--- src/rtl/fir_decim_out.sv ---
// fir_decim_out
//   Output stage behind a FIR filter: decimates the sample stream by DECIM,
//   scales each kept sample by a rounded arithmetic right shift of SHIFT bits,
//   saturates it to OUT_WIDTH bits and queues it in a small FIFO for a
//   valid/ready consumer.
//
// Ports
//   clk        clock, all state changes on the rising edge
//   rst        asynchronous active-high reset
//   clr        synchronous clear, same effect as rst
//   in_valid   in_data carries a sample this cycle
//   in_data    signed filtered sample (WIDTH bits)
//   out_valid  out_data holds the FIFO head
//   out_ready  consumer accepts the head this cycle
//   out_data   signed scaled, decimated sample (OUT_WIDTH bits)
//   sat_flag   sticky: some kept sample was saturated
//   ovf_flag   sticky: some kept sample was dropped on a full FIFO
//   drop_cnt   number of dropped samples, saturates at 16'hFFFF
//
// Handshake: a transfer happens on a rising edge where out_valid && out_ready.
// out_valid depends only on registered occupancy, never on out_ready, and
// out_data is held stable while out_valid && !out_ready.

module fir_decim_out #(
  parameter int WIDTH     = 32,
  parameter int OUT_WIDTH = 16,
  parameter int SHIFT     = 6,
  parameter int DECIM     = 4,
  parameter int DEPTH     = 4
) (
  input  logic                        clk,
  input  logic                        rst,
  input  logic                        clr,
  input  logic                        in_valid,
  input  logic signed [WIDTH-1:0]     in_data,
  output logic                        out_valid,
  input  logic                        out_ready,
  output logic signed [OUT_WIDTH-1:0] out_data,
  output logic                        sat_flag,
  output logic                        ovf_flag,
  output logic [15:0]                 drop_cnt
);

  localparam int PHW  = (DECIM > 1) ? $clog2(DECIM) : 1;
  localparam int PTRW = $clog2(DEPTH);
  localparam int CNTW = $clog2(DEPTH + 1);

  // Scaling works one bit wider than the input so adding the rounding
  // constant to the most positive sample cannot wrap.
  localparam logic signed [WIDTH:0] RND     = (WIDTH + 1)'(1) << (SHIFT - 1);
  localparam logic signed [WIDTH:0] SAT_MAX =
    {{(WIDTH - OUT_WIDTH + 2){1'b0}}, {(OUT_WIDTH - 1){1'b1}}};
  localparam logic signed [WIDTH:0] SAT_MIN =
    {{(WIDTH - OUT_WIDTH + 2){1'b1}}, {(OUT_WIDTH - 1){1'b0}}};

  // ---------------------------------------------------------------------
  // Decimation phase and scaling (combinational)
  // ---------------------------------------------------------------------
  logic [PHW-1:0]              r_phase;
  logic                        w_keep;
  logic signed [WIDTH:0]       w_ext;
  logic signed [WIDTH:0]       w_sum;
  logic signed [WIDTH:0]       w_shr;
  logic signed [OUT_WIDTH-1:0] w_scaled;
  logic                        w_sat;

  assign w_keep = in_valid && (r_phase == PHW'(DECIM - 1));
  assign w_ext  = {in_data[WIDTH-1], in_data};
  assign w_sum  = w_ext + RND;
  assign w_shr  = w_sum >>> SHIFT;

  always_comb begin
    w_scaled = w_shr[OUT_WIDTH-1:0];
    w_sat    = 1'b0;
    if (w_shr > SAT_MAX) begin
      w_scaled = SAT_MAX[OUT_WIDTH-1:0];
      w_sat    = 1'b1;
    end else if (w_shr < SAT_MIN) begin
      w_scaled = SAT_MIN[OUT_WIDTH-1:0];
      w_sat    = 1'b1;
    end
  end

  // ---------------------------------------------------------------------
  // Stage 1: phase counter and registered scaled sample
  // ---------------------------------------------------------------------
  logic                        r_s1_valid;
  logic signed [OUT_WIDTH-1:0] r_s1_data;
  logic                        r_sat_flag;

  always_ff @(posedge clk or posedge rst) begin
    if (rst) begin
      r_phase    <= '0;
      r_s1_valid <= 1'b0;
      r_s1_data  <= '0;
      r_sat_flag <= 1'b0;
    end else if (clr) begin
      r_phase    <= '0;
      r_s1_valid <= 1'b0;
      r_s1_data  <= '0;
      r_sat_flag <= 1'b0;
    end else begin
      if (in_valid) begin
        if (r_phase == PHW'(DECIM - 1)) r_phase <= '0;
        else                            r_phase <= r_phase + PHW'(1);
      end
      r_s1_valid <= w_keep;
      if (w_keep) begin
        r_s1_data <= w_scaled;
        if (w_sat) r_sat_flag <= 1'b1;
      end
    end
  end

  // ---------------------------------------------------------------------
  // Stage 2: output FIFO
  // ---------------------------------------------------------------------
  logic signed [OUT_WIDTH-1:0] r_mem [DEPTH];
  logic [PTRW-1:0]             r_wptr;
  logic [PTRW-1:0]             r_rptr;
  logic [CNTW-1:0]             r_count;
  logic                        r_ovf_flag;
  logic [15:0]                 r_drop_cnt;
  logic                        w_full;
  logic                        w_pop;
  logic                        w_push;
  logic                        w_drop;

  assign w_full = (r_count == CNTW'(DEPTH));
  assign w_pop  = out_valid && out_ready;
  // A pop on a full FIFO frees the head slot on the same edge, so the write
  // may land in it.
  assign w_push = r_s1_valid && (!w_full || w_pop);
  assign w_drop = r_s1_valid && w_full && !w_pop;

  always_ff @(posedge clk or posedge rst) begin
    if (rst) begin
      for (int i = 0; i < DEPTH; i++) r_mem[i] <= '0;
      r_wptr     <= '0;
      r_rptr     <= '0;
      r_count    <= '0;
      r_ovf_flag <= 1'b0;
      r_drop_cnt <= '0;
    end else if (clr) begin
      for (int i = 0; i < DEPTH; i++) r_mem[i] <= '0;
      r_wptr     <= '0;
      r_rptr     <= '0;
      r_count    <= '0;
      r_ovf_flag <= 1'b0;
      r_drop_cnt <= '0;
    end else begin
      if (w_push) begin
        r_mem[r_wptr] <= r_s1_data;
        r_wptr        <= r_wptr + PTRW'(1);
      end
      if (w_pop) r_rptr <= r_rptr + PTRW'(1);
      if (w_push && !w_pop)      r_count <= r_count + CNTW'(1);
      else if (w_pop && !w_push) r_count <= r_count - CNTW'(1);
      if (w_drop) begin
        r_ovf_flag <= 1'b1;
        if (r_drop_cnt != 16'hFFFF) r_drop_cnt <= r_drop_cnt + 16'd1;
      end
    end
  end

  assign out_valid = (r_count != '0);
  assign out_data  = r_mem[r_rptr];
  assign sat_flag  = r_sat_flag;
  assign ovf_flag  = r_ovf_flag;
  assign drop_cnt  = r_drop_cnt;

endmodule

--- config.mk ---
export PLATFORM = sky130hd
export DESIGN_NAME = fir_decim_out
export DESIGN_NICKNAME = d
export VERILOG_FILES = /design/src/rtl/fir_decim_out.sv
export SDC_FILE = /design/constraint.sdc
export NUM_CORES = 1
export LEC_CHECK = 0
export CORE_MARGIN = 2
export CORE_UTILIZATION = 57
export CTS_CLUSTER_DIAMETER = 100
export DETAILED_ROUTE_END_ITERATION = 8
export DONT_BUFFER_PORTS = 1
export HOLD_SLACK_MARGIN = 0.1
export PLACE_DENSITY = 0.83
export SLEW_MARGIN = 20
export SYNTH_ARGS = -nofsm -noshare
export SYNTH_HDL_FRONTEND = slang
export SYNTH_SLANG_ARGS = --single-unit
--- constraint.sdc ---
create_clock -name clk -period 3.2 [get_ports clk]
set_input_delay 0.16 -clock clk [delete_from_list [all_inputs] [get_ports clk]]
set_output_delay 0.16 -clock clk [all_outputs]
set_load 0.1 [all_outputs]
==> impl_results.md <==
* Routed wire per std cell at between 15 and 20 um
* Final Instance Count excl. Fillers at approximately 650
* Fin area at approximately 6200 sq um
* Synth top area share at 48.4%
* Height of the chip at approximately 100 um
* CTS buffer count at 9
* Register area at approximately 2700 sq um
* Area delta synth->final at 11.3%
* Clock latency on the worst-skew pair at between 0.3 and 0.4 ns
* CP max stage cell: nor4b_1
* Slowest stage delay, CP at just under 0.7 ns
* Netlist Area Pre-Place at 5580 sq um
* Critical Path Sink Type: flip-flop
* Final hold violation count at 0
* Bufs on Longest Clock Path at 2
* Sequential area share after synthesis at a little under 50%
* Htree depth at 3
* Clock Tree Root: clkbuf_8
* Placed Cells at between 600 and 700
* Startpoint types: flip-flop
* Total number of vias at about 4100
* Total track usage at approximately a quarter
* Synth unique cells at between 60 and 70
* Share of layout cells above drive strength 1 at between 10% and 20%
* Peak VDD IR at around 0.00026 V
* FILL cells at about 750
* R2r startpoint: r_count[0]$_DFFE_PP0P_
* Total core area at about 9600 sq um
* Initial antenna violation count at 0
* Family with the most delay on the worst path: simple AND/OR/NAND/NOR gates
* Setup total negative slack at 0 ns
* DR iter-0 viols at approximately 270
* Crit path from: r_count[0]$_DFFE_PP0P_
* Drt total wl at around 12000 um
* Clk slew on worst S/H paths at about 0.090 ns
* Vias in the first global route at ~4200
* Die Span X at a little over 100 um
* Drt via density at 6.33
* Final Cycle Share at ~83%
* Nets at 562
* First-pass GRT wire length at 20300 um
* Status: completed
* Post-detailed-route DRC marker count at 0
* Yosys reg bits at about 110
* Gr ovfl total at 0
* Cell breakdown of the critical path: nor4b_1, nand2_1, a41oi_1, and3_1, nand3_1, xor2_1, nor2_1
* Max-slew violation count at 0
* Synth Net Count at between 500 and 600
* Fin Hold WS at 0.134 ns
* CP Buf/Inv Count at 0
* Crit path kind: reg2reg
* Placed Area at 5810 sq um
* Yosys Warn Count at 0
* Dpl hpwl at between 8000 and 9000 um
* Post-synthesis async set-or-reset flop share at 100%
* Synth area leader: dfrtp_1
* Routed Antenna Nets at 0
* Leakage power at between 2 and 3 nW
* Avg Synthesized Cell Area at between 10 and 15 sq um
* GPL Wtd Cong at ~0.89
* Final setup fails at 0
* Slew at the pin with the worst max-slew slack at 1.07 ns
* Hold WC Path Type: in2reg
* RSZ-0062 raised after global routing: false
* Worst Path Arrival at 2.87 ns
* PortBufs at 0
* CTS tree: built
* First-pass detailed-route iteration total at 5
* Crit path max fanout at 7
* # resized after CTS at 0
* Row count at 36
* Main area contributors after synthesis: dfrtp_1 48%, a22o_1 10%, mux4_2 6.5%, xor2_1 3.0%, xnor2_1 2.7%
* Overall power at 2.71 mW
* Cell Pwr Density at around 440 nW/um^2
* Fmax at around 380 MHz
* Post-Syn Instances at between 400 and 500
* Most common flop cell mapped by yosys: dfrtp_1
* Initial core utilization at between 50% and 60%
* Post-synth EDFFs at 0
* Min Clock Period, post-route at 2.66 ns
* Die ar. at 10600 sq um
* Relative slew margins at 28.4%
* Largest net degree at the start of global routing at between 50 and 60
* Worst path required time at ~3.4 ns
* Antenna Cells at 0
* CTS sink cnt at about 110
* Multi-input gate area at 2700 sq um
* Num ports at 72
* Min-Delay Startpoint: in_data[16]
* Max-cap check violation count at 0
* Setup Skew at about 0.012 ns
## repair_timing
item | CTS | global route
buffers inserted | 0 | 0
hold endpoints to repair | 94 | 0
hold buffers | 21 | 0
setup endpoints to repair | 0 | 0
## synth_stat cells, types with 4 or more instances
cell type	number
dfrtp_1	108
a22o_1	64
nand2_1	36
nor2_1	35
clkbuf_1	23
nand3_1	19
xor2_1	19
xnor2_1	17
a21oi_1	16
mux4_2	16
inv_1	12
nand4_1	9
o211ai_2	9
o21ai_0	8
and3_1	7
ha_1	7
and2_1	5
mux2i_1	5
nand2b_1	5
o211ai_1	5
a31oi_1	4
and2_0	4
nor3_1	4
## routing by layer
metal | up-vias | routed length [um] | global-route usage (%)
met5 | - | 0 | 0
li1 | 1871 | - | -
met4 | 0 | 189 | 9.41
met3 | 16 | 929 | 5.42
met1 | 2088 | 5210 | 34.5
met2 | 167 | 6020 | 38.2
## sequential cells by signal (all words and copies together), names as in the netlist
register and count:
r_mem 64, drop_cnt 16, r_s1_data 16, r_count 3
r_phase 2, r_rptr 2, r_wptr 2, ovf_flag 1
r_s1_valid 1, sat_flag 1
## placed cells by master, fill, tap and decap left out, types with 2 or more instances in the layout
cell,n
a22o_1,64
clkinv_4,3
or3_1,2
clkbuf_8,9
xor2_1,19
xnor2_1,17
nand2_1,36
and2_0,4
mux4_2,16
nor3b_1,2
mux2i_1,5
nand3_2,2
o211ai_2,9
nor2_1,35
a41o_1,2
o21ai_0,8
ha_1,7
inv_1,11
nand4_1,9
nor3_1,4
dlygate4sd3_1,21
nor2b_1,2
buf_4,26
o211ai_1,5
nor4b_1,2
and3_1,7
a21oi_1,16
nand3_1,19
nand4_4,2
and2_1,5
nor4_4,2
dfrtp_1,108
or2_2,2
nand3b_1,2
nand2b_1,5
a41oi_1,2
a31oi_1,4
## worst reg2reg max path, delay by kind of cell, from the launching register on
kind                      cells  cell delay [ns]
xor gates and xnor gates      1             0.15
and+or+nand+nor               5             1.38
AOI/OAI and AO/OA             1             0.54
DFF                           1             0.46
## cell families (layout without fill, tap and decap cells)
group | Yosys count | after routing | share of synthesized area [%]
compound gates | 124 | 124 | 18.6
xor+xnor | 36 | 36 | 5.65
fa+ha+maj | 8 | 8 | 1.93
buf+inv | 42 | 75 | 3.25
flops | 108 | 108 | 48.4
mux | 21 | 21 | 7.36
simple gates | 149 | 149 | 14.8
## worst paths after layout
check	slack (ns)	cells after the start	endpoint
max	0.54	7	drop_cnt[12]$_DFFE_PP0P_
min	0.13	3	r_s1_data[11]$_DFFE_PP0P_
max reg2reg	0.54	7	drop_cnt[12]$_DFFE_PP0P_
min reg2reg	0.51	1	r_mem[24]$_DFFE_PP0P_
max in group asynchronous	1.99	3	r_s1_data[0]$_DFFE_PP0P_
min in group asynchronous	0.37	2	r_mem[47]$_DFFE_PP0P_
## final cells by class
cell class	instances	share of cell area (%)
Clock buffer	10	2.05
Clock inverter	5	1.03
Sequential cell	108	43.5
Tap cell	133	2.68
Timing Repair Buffer	47	6.53
Multi-Input combinational cell	338	43.4
Inverter	13	0.826
## power by group
group | total (mW) | internal [mW] | leakage [nW] | switching [mW]
Clock | 0.810 | 0.362 | 0.0925 | 0.447
Combinational | 0.478 | 0.181 | 1.14 | 0.298
Sequential | 1.42 | 1.39 | 1.51 | 0.0368
## through the flow
step / setup slack (ns) / util (%)
finish: 0.544 / 64.4
global route: 0.269 / 64.4
CTS: 0.566 / 64.4
detailed placement: 0.543 / 60.3
global placement: 0.664 / 60.3
floorplan: 0.194 / -
(Power assumes the default switching activity.)
